$ cat src/rtl/mips_pkg.sv
// Shared definitions for the MIPS EX front end: ALU opcodes, forward-select
// codes, the ID/EX register layout and the shift-op decode.
package mips_pkg;

    localparam int DATA_W = 32;

    localparam logic [3:0] ALU_ADD = 4'b0000;
    localparam logic [3:0] ALU_SUB = 4'b0001;
    localparam logic [3:0] ALU_AND = 4'b0010;
    localparam logic [3:0] ALU_OR  = 4'b0011;
    localparam logic [3:0] ALU_SLL = 4'b0100;
    localparam logic [3:0] ALU_SRL = 4'b0101;
    localparam logic [3:0] ALU_SRA = 4'b0110;
    localparam logic [3:0] ALU_XOR = 4'b0111;
    localparam logic [3:0] ALU_SLT = 4'b1000;

    localparam logic [1:0] FWD_REG   = 2'b00;
    localparam logic [1:0] FWD_EXMEM = 2'b01;
    localparam logic [1:0] FWD_MEMWB = 2'b10;

    typedef struct packed {
        logic              valid;
        logic [4:0]        rs;
        logic [4:0]        rt;
        logic [DATA_W-1:0] rs_data;
        logic [DATA_W-1:0] rt_data;
        logic [DATA_W-1:0] imm;
        logic [4:0]        shamt;
        logic [3:0]        alu_op;
        logic              alu_src;
        logic [4:0]        write_reg;
        logic              reg_write;
        logic              mem_read;
        logic              mem_write;
        logic              mem_to_reg;
    } ex_reg_t;

    localparam ex_reg_t EX_BUBBLE = '0;

    // Shifts take their data operand from rt rather than rs.
    function automatic logic is_shift_op(input logic [3:0] op);
        logic res;
        case (op)
            ALU_SLL, ALU_SRL, ALU_SRA: res = 1'b1;
            default:                   res = 1'b0;
        endcase
        return res;
    endfunction

endpackage

$ cat src/rtl/id_ex_stage_if.sv
// ID-side inputs, forward sources and EX-side outputs of the ID/EX stage.
interface id_ex_stage_if;
    import mips_pkg::*;

    logic              id_valid;
    logic [DATA_W-1:0] id_rs_data, id_rt_data, id_imm;
    logic [4:0]        id_rs, id_rt, id_rd, id_shamt;
    logic [3:0]        id_alu_op;
    logic              id_alu_src, id_reg_dst;
    logic              id_reg_write, id_mem_read, id_mem_write, id_mem_to_reg;
    logic              hold, flush;
    logic              exmem_reg_write, memwb_reg_write;
    logic [4:0]        exmem_rd, memwb_rd;
    logic [DATA_W-1:0] exmem_result, memwb_result;

    logic [DATA_W-1:0] alu_in1, alu_in2, ex_store_data;
    logic [3:0]        alu_op;
    logic [4:0]        alu_shamt, ex_write_reg;
    logic              ex_valid, ex_reg_write, ex_mem_read, ex_mem_write, ex_mem_to_reg;
    logic              load_use_stall;

    modport master (
        output id_valid, id_rs_data, id_rt_data, id_imm, id_rs, id_rt, id_rd, id_shamt,
               id_alu_op, id_alu_src, id_reg_dst, id_reg_write, id_mem_read,
               id_mem_write, id_mem_to_reg, hold, flush,
               exmem_reg_write, exmem_rd, exmem_result,
               memwb_reg_write, memwb_rd, memwb_result,
        input  alu_in1, alu_in2, alu_op, alu_shamt, ex_store_data, ex_write_reg,
               ex_valid, ex_reg_write, ex_mem_read, ex_mem_write, ex_mem_to_reg,
               load_use_stall
    );

    modport slave (
        input  id_valid, id_rs_data, id_rt_data, id_imm, id_rs, id_rt, id_rd, id_shamt,
               id_alu_op, id_alu_src, id_reg_dst, id_reg_write, id_mem_read,
               id_mem_write, id_mem_to_reg, hold, flush,
               exmem_reg_write, exmem_rd, exmem_result,
               memwb_reg_write, memwb_rd, memwb_result,
        output alu_in1, alu_in2, alu_op, alu_shamt, ex_store_data, ex_write_reg,
               ex_valid, ex_reg_write, ex_mem_read, ex_mem_write, ex_mem_to_reg,
               load_use_stall
    );
endinterface

$ cat src/rtl/ex_forward_unit.sv
// Selects the freshest value for one source register: EX/MEM beats MEM/WB
// beats the latched register-file data; $0 is never forwarded.
module ex_forward_unit
    import mips_pkg::*;
(
    input  logic [4:0]        src_reg,
    input  logic [DATA_W-1:0] reg_data,
    input  logic              exmem_reg_write,
    input  logic [4:0]        exmem_rd,
    input  logic [DATA_W-1:0] exmem_result,
    input  logic              memwb_reg_write,
    input  logic [4:0]        memwb_rd,
    input  logic [DATA_W-1:0] memwb_result,
    output logic [DATA_W-1:0] fwd_data
);

    logic [1:0] sel_s;

    // Priority select of the forwarding source.
    always_comb begin
        sel_s = FWD_REG;
        if (exmem_reg_write && (exmem_rd != 5'd0) && (exmem_rd == src_reg)) begin
            sel_s = FWD_EXMEM;
        end else if (memwb_reg_write && (memwb_rd != 5'd0) && (memwb_rd == src_reg)) begin
            sel_s = FWD_MEMWB;
        end else begin
            sel_s = FWD_REG;
        end
    end

    // Operand mux driven by the select code.
    always_comb begin
        case (sel_s)
            FWD_EXMEM: fwd_data = exmem_result;
            FWD_MEMWB: fwd_data = memwb_result;
            default:   fwd_data = reg_data;
        endcase
    end

endmodule

$ cat src/rtl/id_ex_stage.sv
// ID/EX pipeline register with EX operand forwarding and load-use detection.
module id_ex_stage
    import mips_pkg::*;
(
    input  logic          clk,
    input  logic          rst_n,
    id_ex_stage_if.slave  bus
);

    ex_reg_t           ex_r;
    ex_reg_t           ex_next_s;
    logic [DATA_W-1:0] rs_cap_s, rt_cap_s;
    logic [DATA_W-1:0] fwd_rs_s, fwd_rt_s;

    // The register file is not write-before-read, so bypass MEM/WB at capture.
    always_comb begin
        rs_cap_s = bus.id_rs_data;
        rt_cap_s = bus.id_rt_data;
        if (bus.memwb_reg_write && (bus.memwb_rd != 5'd0) && (bus.memwb_rd == bus.id_rs)) begin
            rs_cap_s = bus.memwb_result;
        end else begin
            rs_cap_s = bus.id_rs_data;
        end
        if (bus.memwb_reg_write && (bus.memwb_rd != 5'd0) && (bus.memwb_rd == bus.id_rt)) begin
            rt_cap_s = bus.memwb_result;
        end else begin
            rt_cap_s = bus.id_rt_data;
        end
    end

    // Next register contents: flush beats hold beats capture.
    always_comb begin
        ex_next_s = ex_r;
        if (bus.flush) begin
            ex_next_s = EX_BUBBLE;
        end else if (bus.hold) begin
            ex_next_s = ex_r;
        end else begin
            ex_next_s.valid      = bus.id_valid;
            ex_next_s.rs         = bus.id_rs;
            ex_next_s.rt         = bus.id_rt;
            ex_next_s.rs_data    = rs_cap_s;
            ex_next_s.rt_data    = rt_cap_s;
            ex_next_s.imm        = bus.id_imm;
            ex_next_s.shamt      = bus.id_shamt;
            ex_next_s.alu_op     = bus.id_alu_op;
            ex_next_s.alu_src    = bus.id_alu_src;
            ex_next_s.write_reg  = bus.id_reg_dst ? bus.id_rd : bus.id_rt;
            ex_next_s.reg_write  = bus.id_reg_write;
            ex_next_s.mem_read   = bus.id_mem_read;
            ex_next_s.mem_write  = bus.id_mem_write;
            ex_next_s.mem_to_reg = bus.id_mem_to_reg;
        end
    end

    // ID/EX pipeline register.
    always_ff @(posedge clk or negedge rst_n) begin
        if (!rst_n) begin
            ex_r <= EX_BUBBLE;
        end else begin
            ex_r <= ex_next_s;
        end
    end

    ex_forward_unit u_fwd_rs (
        .src_reg         (ex_r.rs),
        .reg_data        (ex_r.rs_data),
        .exmem_reg_write (bus.exmem_reg_write),
        .exmem_rd        (bus.exmem_rd),
        .exmem_result    (bus.exmem_result),
        .memwb_reg_write (bus.memwb_reg_write),
        .memwb_rd        (bus.memwb_rd),
        .memwb_result    (bus.memwb_result),
        .fwd_data        (fwd_rs_s)
    );

    ex_forward_unit u_fwd_rt (
        .src_reg         (ex_r.rt),
        .reg_data        (ex_r.rt_data),
        .exmem_reg_write (bus.exmem_reg_write),
        .exmem_rd        (bus.exmem_rd),
        .exmem_result    (bus.exmem_result),
        .memwb_reg_write (bus.memwb_reg_write),
        .memwb_rd        (bus.memwb_rd),
        .memwb_result    (bus.memwb_result),
        .fwd_data        (fwd_rt_s)
    );

    assign bus.alu_in1       = is_shift_op(ex_r.alu_op) ? fwd_rt_s : fwd_rs_s;
    assign bus.alu_in2       = ex_r.alu_src ? ex_r.imm : fwd_rt_s;
    assign bus.ex_store_data = fwd_rt_s;
    assign bus.alu_op        = ex_r.alu_op;
    assign bus.alu_shamt     = ex_r.shamt;
    assign bus.ex_write_reg  = ex_r.write_reg;
    assign bus.ex_valid      = ex_r.valid;
    assign bus.ex_reg_write  = ex_r.reg_write;
    assign bus.ex_mem_read   = ex_r.mem_read;
    assign bus.ex_mem_write  = ex_r.mem_write;
    assign bus.ex_mem_to_reg = ex_r.mem_to_reg;

    // A load in EX whose target is read by the instruction in ID.
    assign bus.load_use_stall = bus.id_valid & ex_r.valid & ex_r.mem_read &
                                (ex_r.write_reg != 5'd0) &
                                ((ex_r.write_reg == bus.id_rs) | (ex_r.write_reg == bus.id_rt));

endmodule

$ cat src/flat_wrapper.sv
// flat-port wrapper written by rule: the top's interface ports become plain ports
module id_ex_stage_flat import mips_pkg::*;
  (clk, rst_n, bus_id_valid, bus_id_rs_data, bus_id_rt_data, bus_id_imm, bus_id_rs, bus_id_rt, bus_id_rd, bus_id_shamt, bus_id_alu_op, bus_id_alu_src, bus_id_reg_dst, bus_id_reg_write, bus_id_mem_read, bus_id_mem_write, bus_id_mem_to_reg, bus_hold, bus_flush, bus_exmem_reg_write, bus_exmem_rd, bus_exmem_result, bus_memwb_reg_write, bus_memwb_rd, bus_memwb_result, bus_alu_in1, bus_alu_in2, bus_alu_op, bus_alu_shamt, bus_ex_store_data, bus_ex_write_reg, bus_ex_valid, bus_ex_reg_write, bus_ex_mem_read, bus_ex_mem_write, bus_ex_mem_to_reg, bus_load_use_stall);
  id_ex_stage_if bus_i ();
  input  logic clk;
  input  logic rst_n;
  input wire logic [$bits(bus_i.id_valid)-1:0] bus_id_valid;
  input wire logic [$bits(bus_i.id_rs_data)-1:0] bus_id_rs_data;
  input wire logic [$bits(bus_i.id_rt_data)-1:0] bus_id_rt_data;
  input wire logic [$bits(bus_i.id_imm)-1:0] bus_id_imm;
  input wire logic [$bits(bus_i.id_rs)-1:0] bus_id_rs;
  input wire logic [$bits(bus_i.id_rt)-1:0] bus_id_rt;
  input wire logic [$bits(bus_i.id_rd)-1:0] bus_id_rd;
  input wire logic [$bits(bus_i.id_shamt)-1:0] bus_id_shamt;
  input wire logic [$bits(bus_i.id_alu_op)-1:0] bus_id_alu_op;
  input wire logic [$bits(bus_i.id_alu_src)-1:0] bus_id_alu_src;
  input wire logic [$bits(bus_i.id_reg_dst)-1:0] bus_id_reg_dst;
  input wire logic [$bits(bus_i.id_reg_write)-1:0] bus_id_reg_write;
  input wire logic [$bits(bus_i.id_mem_read)-1:0] bus_id_mem_read;
  input wire logic [$bits(bus_i.id_mem_write)-1:0] bus_id_mem_write;
  input wire logic [$bits(bus_i.id_mem_to_reg)-1:0] bus_id_mem_to_reg;
  input wire logic [$bits(bus_i.hold)-1:0] bus_hold;
  input wire logic [$bits(bus_i.flush)-1:0] bus_flush;
  input wire logic [$bits(bus_i.exmem_reg_write)-1:0] bus_exmem_reg_write;
  input wire logic [$bits(bus_i.exmem_rd)-1:0] bus_exmem_rd;
  input wire logic [$bits(bus_i.exmem_result)-1:0] bus_exmem_result;
  input wire logic [$bits(bus_i.memwb_reg_write)-1:0] bus_memwb_reg_write;
  input wire logic [$bits(bus_i.memwb_rd)-1:0] bus_memwb_rd;
  input wire logic [$bits(bus_i.memwb_result)-1:0] bus_memwb_result;
  output wire logic [$bits(bus_i.alu_in1)-1:0] bus_alu_in1;
  output wire logic [$bits(bus_i.alu_in2)-1:0] bus_alu_in2;
  output wire logic [$bits(bus_i.alu_op)-1:0] bus_alu_op;
  output wire logic [$bits(bus_i.alu_shamt)-1:0] bus_alu_shamt;
  output wire logic [$bits(bus_i.ex_store_data)-1:0] bus_ex_store_data;
  output wire logic [$bits(bus_i.ex_write_reg)-1:0] bus_ex_write_reg;
  output wire logic [$bits(bus_i.ex_valid)-1:0] bus_ex_valid;
  output wire logic [$bits(bus_i.ex_reg_write)-1:0] bus_ex_reg_write;
  output wire logic [$bits(bus_i.ex_mem_read)-1:0] bus_ex_mem_read;
  output wire logic [$bits(bus_i.ex_mem_write)-1:0] bus_ex_mem_write;
  output wire logic [$bits(bus_i.ex_mem_to_reg)-1:0] bus_ex_mem_to_reg;
  output wire logic [$bits(bus_i.load_use_stall)-1:0] bus_load_use_stall;
  assign bus_i.id_valid = bus_id_valid;
  assign bus_i.id_rs_data = bus_id_rs_data;
  assign bus_i.id_rt_data = bus_id_rt_data;
  assign bus_i.id_imm = bus_id_imm;
  assign bus_i.id_rs = bus_id_rs;
  assign bus_i.id_rt = bus_id_rt;
  assign bus_i.id_rd = bus_id_rd;
  assign bus_i.id_shamt = bus_id_shamt;
  assign bus_i.id_alu_op = bus_id_alu_op;
  assign bus_i.id_alu_src = bus_id_alu_src;
  assign bus_i.id_reg_dst = bus_id_reg_dst;
  assign bus_i.id_reg_write = bus_id_reg_write;
  assign bus_i.id_mem_read = bus_id_mem_read;
  assign bus_i.id_mem_write = bus_id_mem_write;
  assign bus_i.id_mem_to_reg = bus_id_mem_to_reg;
  assign bus_i.hold = bus_hold;
  assign bus_i.flush = bus_flush;
  assign bus_i.exmem_reg_write = bus_exmem_reg_write;
  assign bus_i.exmem_rd = bus_exmem_rd;
  assign bus_i.exmem_result = bus_exmem_result;
  assign bus_i.memwb_reg_write = bus_memwb_reg_write;
  assign bus_i.memwb_rd = bus_memwb_rd;
  assign bus_i.memwb_result = bus_memwb_result;
  assign bus_alu_in1 = bus_i.alu_in1;
  assign bus_alu_in2 = bus_i.alu_in2;
  assign bus_alu_op = bus_i.alu_op;
  assign bus_alu_shamt = bus_i.alu_shamt;
  assign bus_ex_store_data = bus_i.ex_store_data;
  assign bus_ex_write_reg = bus_i.ex_write_reg;
  assign bus_ex_valid = bus_i.ex_valid;
  assign bus_ex_reg_write = bus_i.ex_reg_write;
  assign bus_ex_mem_read = bus_i.ex_mem_read;
  assign bus_ex_mem_write = bus_i.ex_mem_write;
  assign bus_ex_mem_to_reg = bus_i.ex_mem_to_reg;
  assign bus_load_use_stall = bus_i.load_use_stall;
  id_ex_stage u_core (.clk(clk), .rst_n(rst_n), .bus(bus_i));
endmodule
$ cat config.mk
export PLATFORM = sky130hd
export DESIGN_NAME = id_ex_stage_flat
export DESIGN_NICKNAME = d
export VERILOG_FILES = /design/src/rtl/mips_pkg.sv /design/src/rtl/id_ex_stage_if.sv /design/src/rtl/ex_forward_unit.sv /design/src/rtl/id_ex_stage.sv /design/src/flat_wrapper.sv
export SDC_FILE = /design/constraint.sdc
export NUM_CORES = 1
export LEC_CHECK = 0
export CAP_MARGIN = 20
export CORE_ASPECT_RATIO = 0.6
export CORE_MARGIN = 10
export CORE_UTILIZATION = 30
export DETAILED_ROUTE_END_ITERATION = 7
export HOLD_SLACK_MARGIN = 0.03
export PLACE_DENSITY_LB_ADDON = 0.08
export SLEW_MARGIN = 20
export SYNTH_ARGS = -nofsm -noshare
export SYNTH_HDL_FRONTEND = slang
export SYNTH_SLANG_ARGS = --single-unit
export TNS_END_PERCENT = 10
$ cat constraint.sdc
create_clock -name clk -period 6.4 [get_ports clk]
set_input_delay 1.6 -clock clk [delete_from_list [all_inputs] [get_ports clk]]
set_output_delay 1.6 -clock clk [all_outputs]
set_load 0.03 [all_outputs]
==> out/metrics.cfg <==
[run_status]
status = finished, final reports clean

[logic_synthesis]
synth-edff-count = 0
muxShareOfSynthArea = 0.217
yosysTopAreaCellShare = 0.352
synth_most_common_cell = mux2i_1
ys_types = 40
synthTopCellsByArea = dfrtp_1 35%, mux2i_1 18%, a211oi_1 8.0%
synth_seq_cells = 126
synthCells = 925
synthXorXnorAreaFrac = 0.0391
async_flop_share = 1.00
yosys.area_share.simple = 0.140
synth_fp_nets = 1132
netlist_area_um2 = 8950
synth_top_family_by_area = multiplexers
synth_area_per_cell_um2 = 9.68
synth_ff_type = dfrtp_1
synth_common_cells = 158 x mux2i_1, 131 x nor2_1, 126 x dfrtp_1
synth_compound_area_frac = 0.186
yosysWarnings = 0
synth_largest_area_cell = dfrtp_1
synth_seq_area_share = 0.352
synth_fa_ha_area_frac = 0

[route]
wirelength_um = 39600
wire_per_inst_um = 24.5
viasPerCell = 5.24
drc = 0
drt_iter0_drc = 678
vias = 8479
dr.pass1.iters = 5
postRouteAntennaNets = 0

[power_and_ir_drop]
p_seq_frac = 0.315
finalPower_mw = 2.81
p_per_area_nw_per_um2 = 214
p_comb_frac = 0.311
internal_power_mw = 1.87
p_switching_uw = 939
p_leak_nw = 4.96
clkPwrFrac = 0.374
peakVddDrop_mv = 0.186
switching_share = 0.334

[grt]
antenna_found_initial = 8
grt_usage = 0.208
grt_start_max_net_pins = 90
grt_pass1_vias = 8659
grt_pass1_wl_um = 59500
grt_overflow = 0

[floorplanning]
core-area_um2 = 29100
dieArea_um2 = 37400
io-pin-count = 323
start_util = 0.308
placementRows = 48
die_w_um = 243
die_h_um = 154

[sta]
setup_tns_ps = 0
finalMaxSlewViolations = 0
tightest_slew_ps = 1080
fin_crit_ps = 6140
period_share = 0.959
whs_ps = 522
setup_violations = 0
slew_headroom = 0.279
rsz0062_at_grt = no
skew_ps = 0
finalHoldViolations = 0
max_clock_freq_mhz = 163

[cts]
clock_latency_ps = 440
clk_path_buf_depth = 2
path_clk_slew_ps = 60
htreeDepth = 4
cts_buffers = 17
cts_tree = yes
cts_hold_buf = 0
cts.sinks = 126
cts-root-buf = clkbuf_16
postCtsSetupRepairBufs = 0
post_cts_resized = 0

[layout]
finish.net_count = 1407
fin_cells = 1617
drive_gt1_frac = 0.165
largest_reg_flops = 107
final_cell_area_um2 = 13100
areaGrowthSynthToFinish_pct = 46.7

[place]
dp_cells = 1576
placed_area_um2 = 12500
port_buffers = 322
hpwl_um = 28200
globalplace.congestion = 0.787

[critical_path]
crit_type = primary input to output pin
cp-start-kind = primary input
cp_max_fo = 17
end_kind = output pin
crit_arrival_ps = 4540
crit_required_ps = 4800

[job]
max_cap_viol_count = 0

[hold_path]
hold_path.class = register to register

-- area by class of cell --
type	count	area, µm²
fillers	2831	15900
clock buffers	19	453
well taps	400	500
clock inverters	13	165
diodes	4	10.0
multi-input cells	686	5240
inverters	1	6.26
flip-flops and latches	126	3150
repair buffers	368	3610
-- cell usage in the layout (no fill, tap or decap), types with 4 or more instances in the layout --
| master | instances |
|---|---|
| dfrtp_1 | 125 |
| o21ai_2 | 7 |
| o21ai_1 | 23 |
| a21oi_1 | 6 |
| buf_12 | 10 |
| a31oi_1 | 18 |
| xnor2_1 | 25 |
| clkinvlp_4 | 4 |
| nand3_1 | 38 |
| clkbuf_16 | 17 |
| mux2_2 | 32 |
| and2_1 | 31 |
| a211oi_1 | 96 |
| diode_2 | 4 |
| clkinv_4 | 4 |
| nor4_1 | 32 |
| xor2_1 | 15 |
| a221oi_1 | 18 |
| nor2_1 | 131 |
| a31oi_2 | 14 |
| a221oi_2 | 14 |
| buf_4 | 71 |
| clkdlybuf4s50_1 | 285 |
| mux2i_1 | 158 |
-- metrics by stage --
| step | util | worst slack (ps) |
|---|---|---|
| final | 0.452 | 260 |
| after detailed placement | 0.429 | 108 |
| after global routing | 0.452 | 123 |
| after floorplan | - | 1010 |
| after global placement | 0.428 | 136 |
| after CTS | 0.450 | 105 |
-- logic make-up (layout without fill, tap and decap cells) --
kind of cell	Yosys count	count (layout)
AND/OR/NAND/NOR	252	252
AO/OA/AOI/OAI	204	204
multiplexers	190	190
flip-flops	126	126
buffers and inverters	113	401
XOR/XNOR	40	40
other	0	4
-- power by group through the flow --
stage / clock [mW] / sequential, mW / combinational (mW)
after floorplan: 0 / 0.887 / 0.472
after global placement: 0 / 0.900 / 0.876
after detailed placement: 0 / 0.900 / 0.877
after CTS: 1.07 / 0.886 / 0.880
after global routing: 1.11 / 0.892 / 0.930
final: 1.05 / 0.886 / 0.874
-- per-layer routing --
layer	vias up	wire length (µm)	part of all wire	GRT usage
li1	4003	-	-	-
met1	4149	18600	0.47	0.284
met2	292	17700	0.45	0.316
met3	27	2900	0.073	0.0647
met4	8	361	0.0091	0.0409
met5	-	50	0.0013	0
-- critical path: stages --
cell and delay, ps:
clkdlybuf4s50_1 470, or4_1 590, o21ai_4 200, or3_2 170, buf_4 310, a31oi_1 150
buf_4 170, mux2_2 260, clkdlybuf4s50_1 600
-- final timing paths --
path                            startpoint               to  slack (ps)  cells past startpoint
max                        bus_exmem_rd[1]  bus_alu_in2[30]         260                      9
min                        u_core.ex_r[40]  u_core.ex_r[40]         520                      2
max reg2reg                 u_core.ex_r[9]   u_core.ex_r[9]        5000                      2
min reg2reg                u_core.ex_r[40]  u_core.ex_r[40]         520                      2
max in group asynchronous            rst_n  u_core.ex_r[75]        4250                      2
min in group asynchronous            rst_n  u_core.ex_r[43]        1070                      1
(Power assumes the default switching activity.)
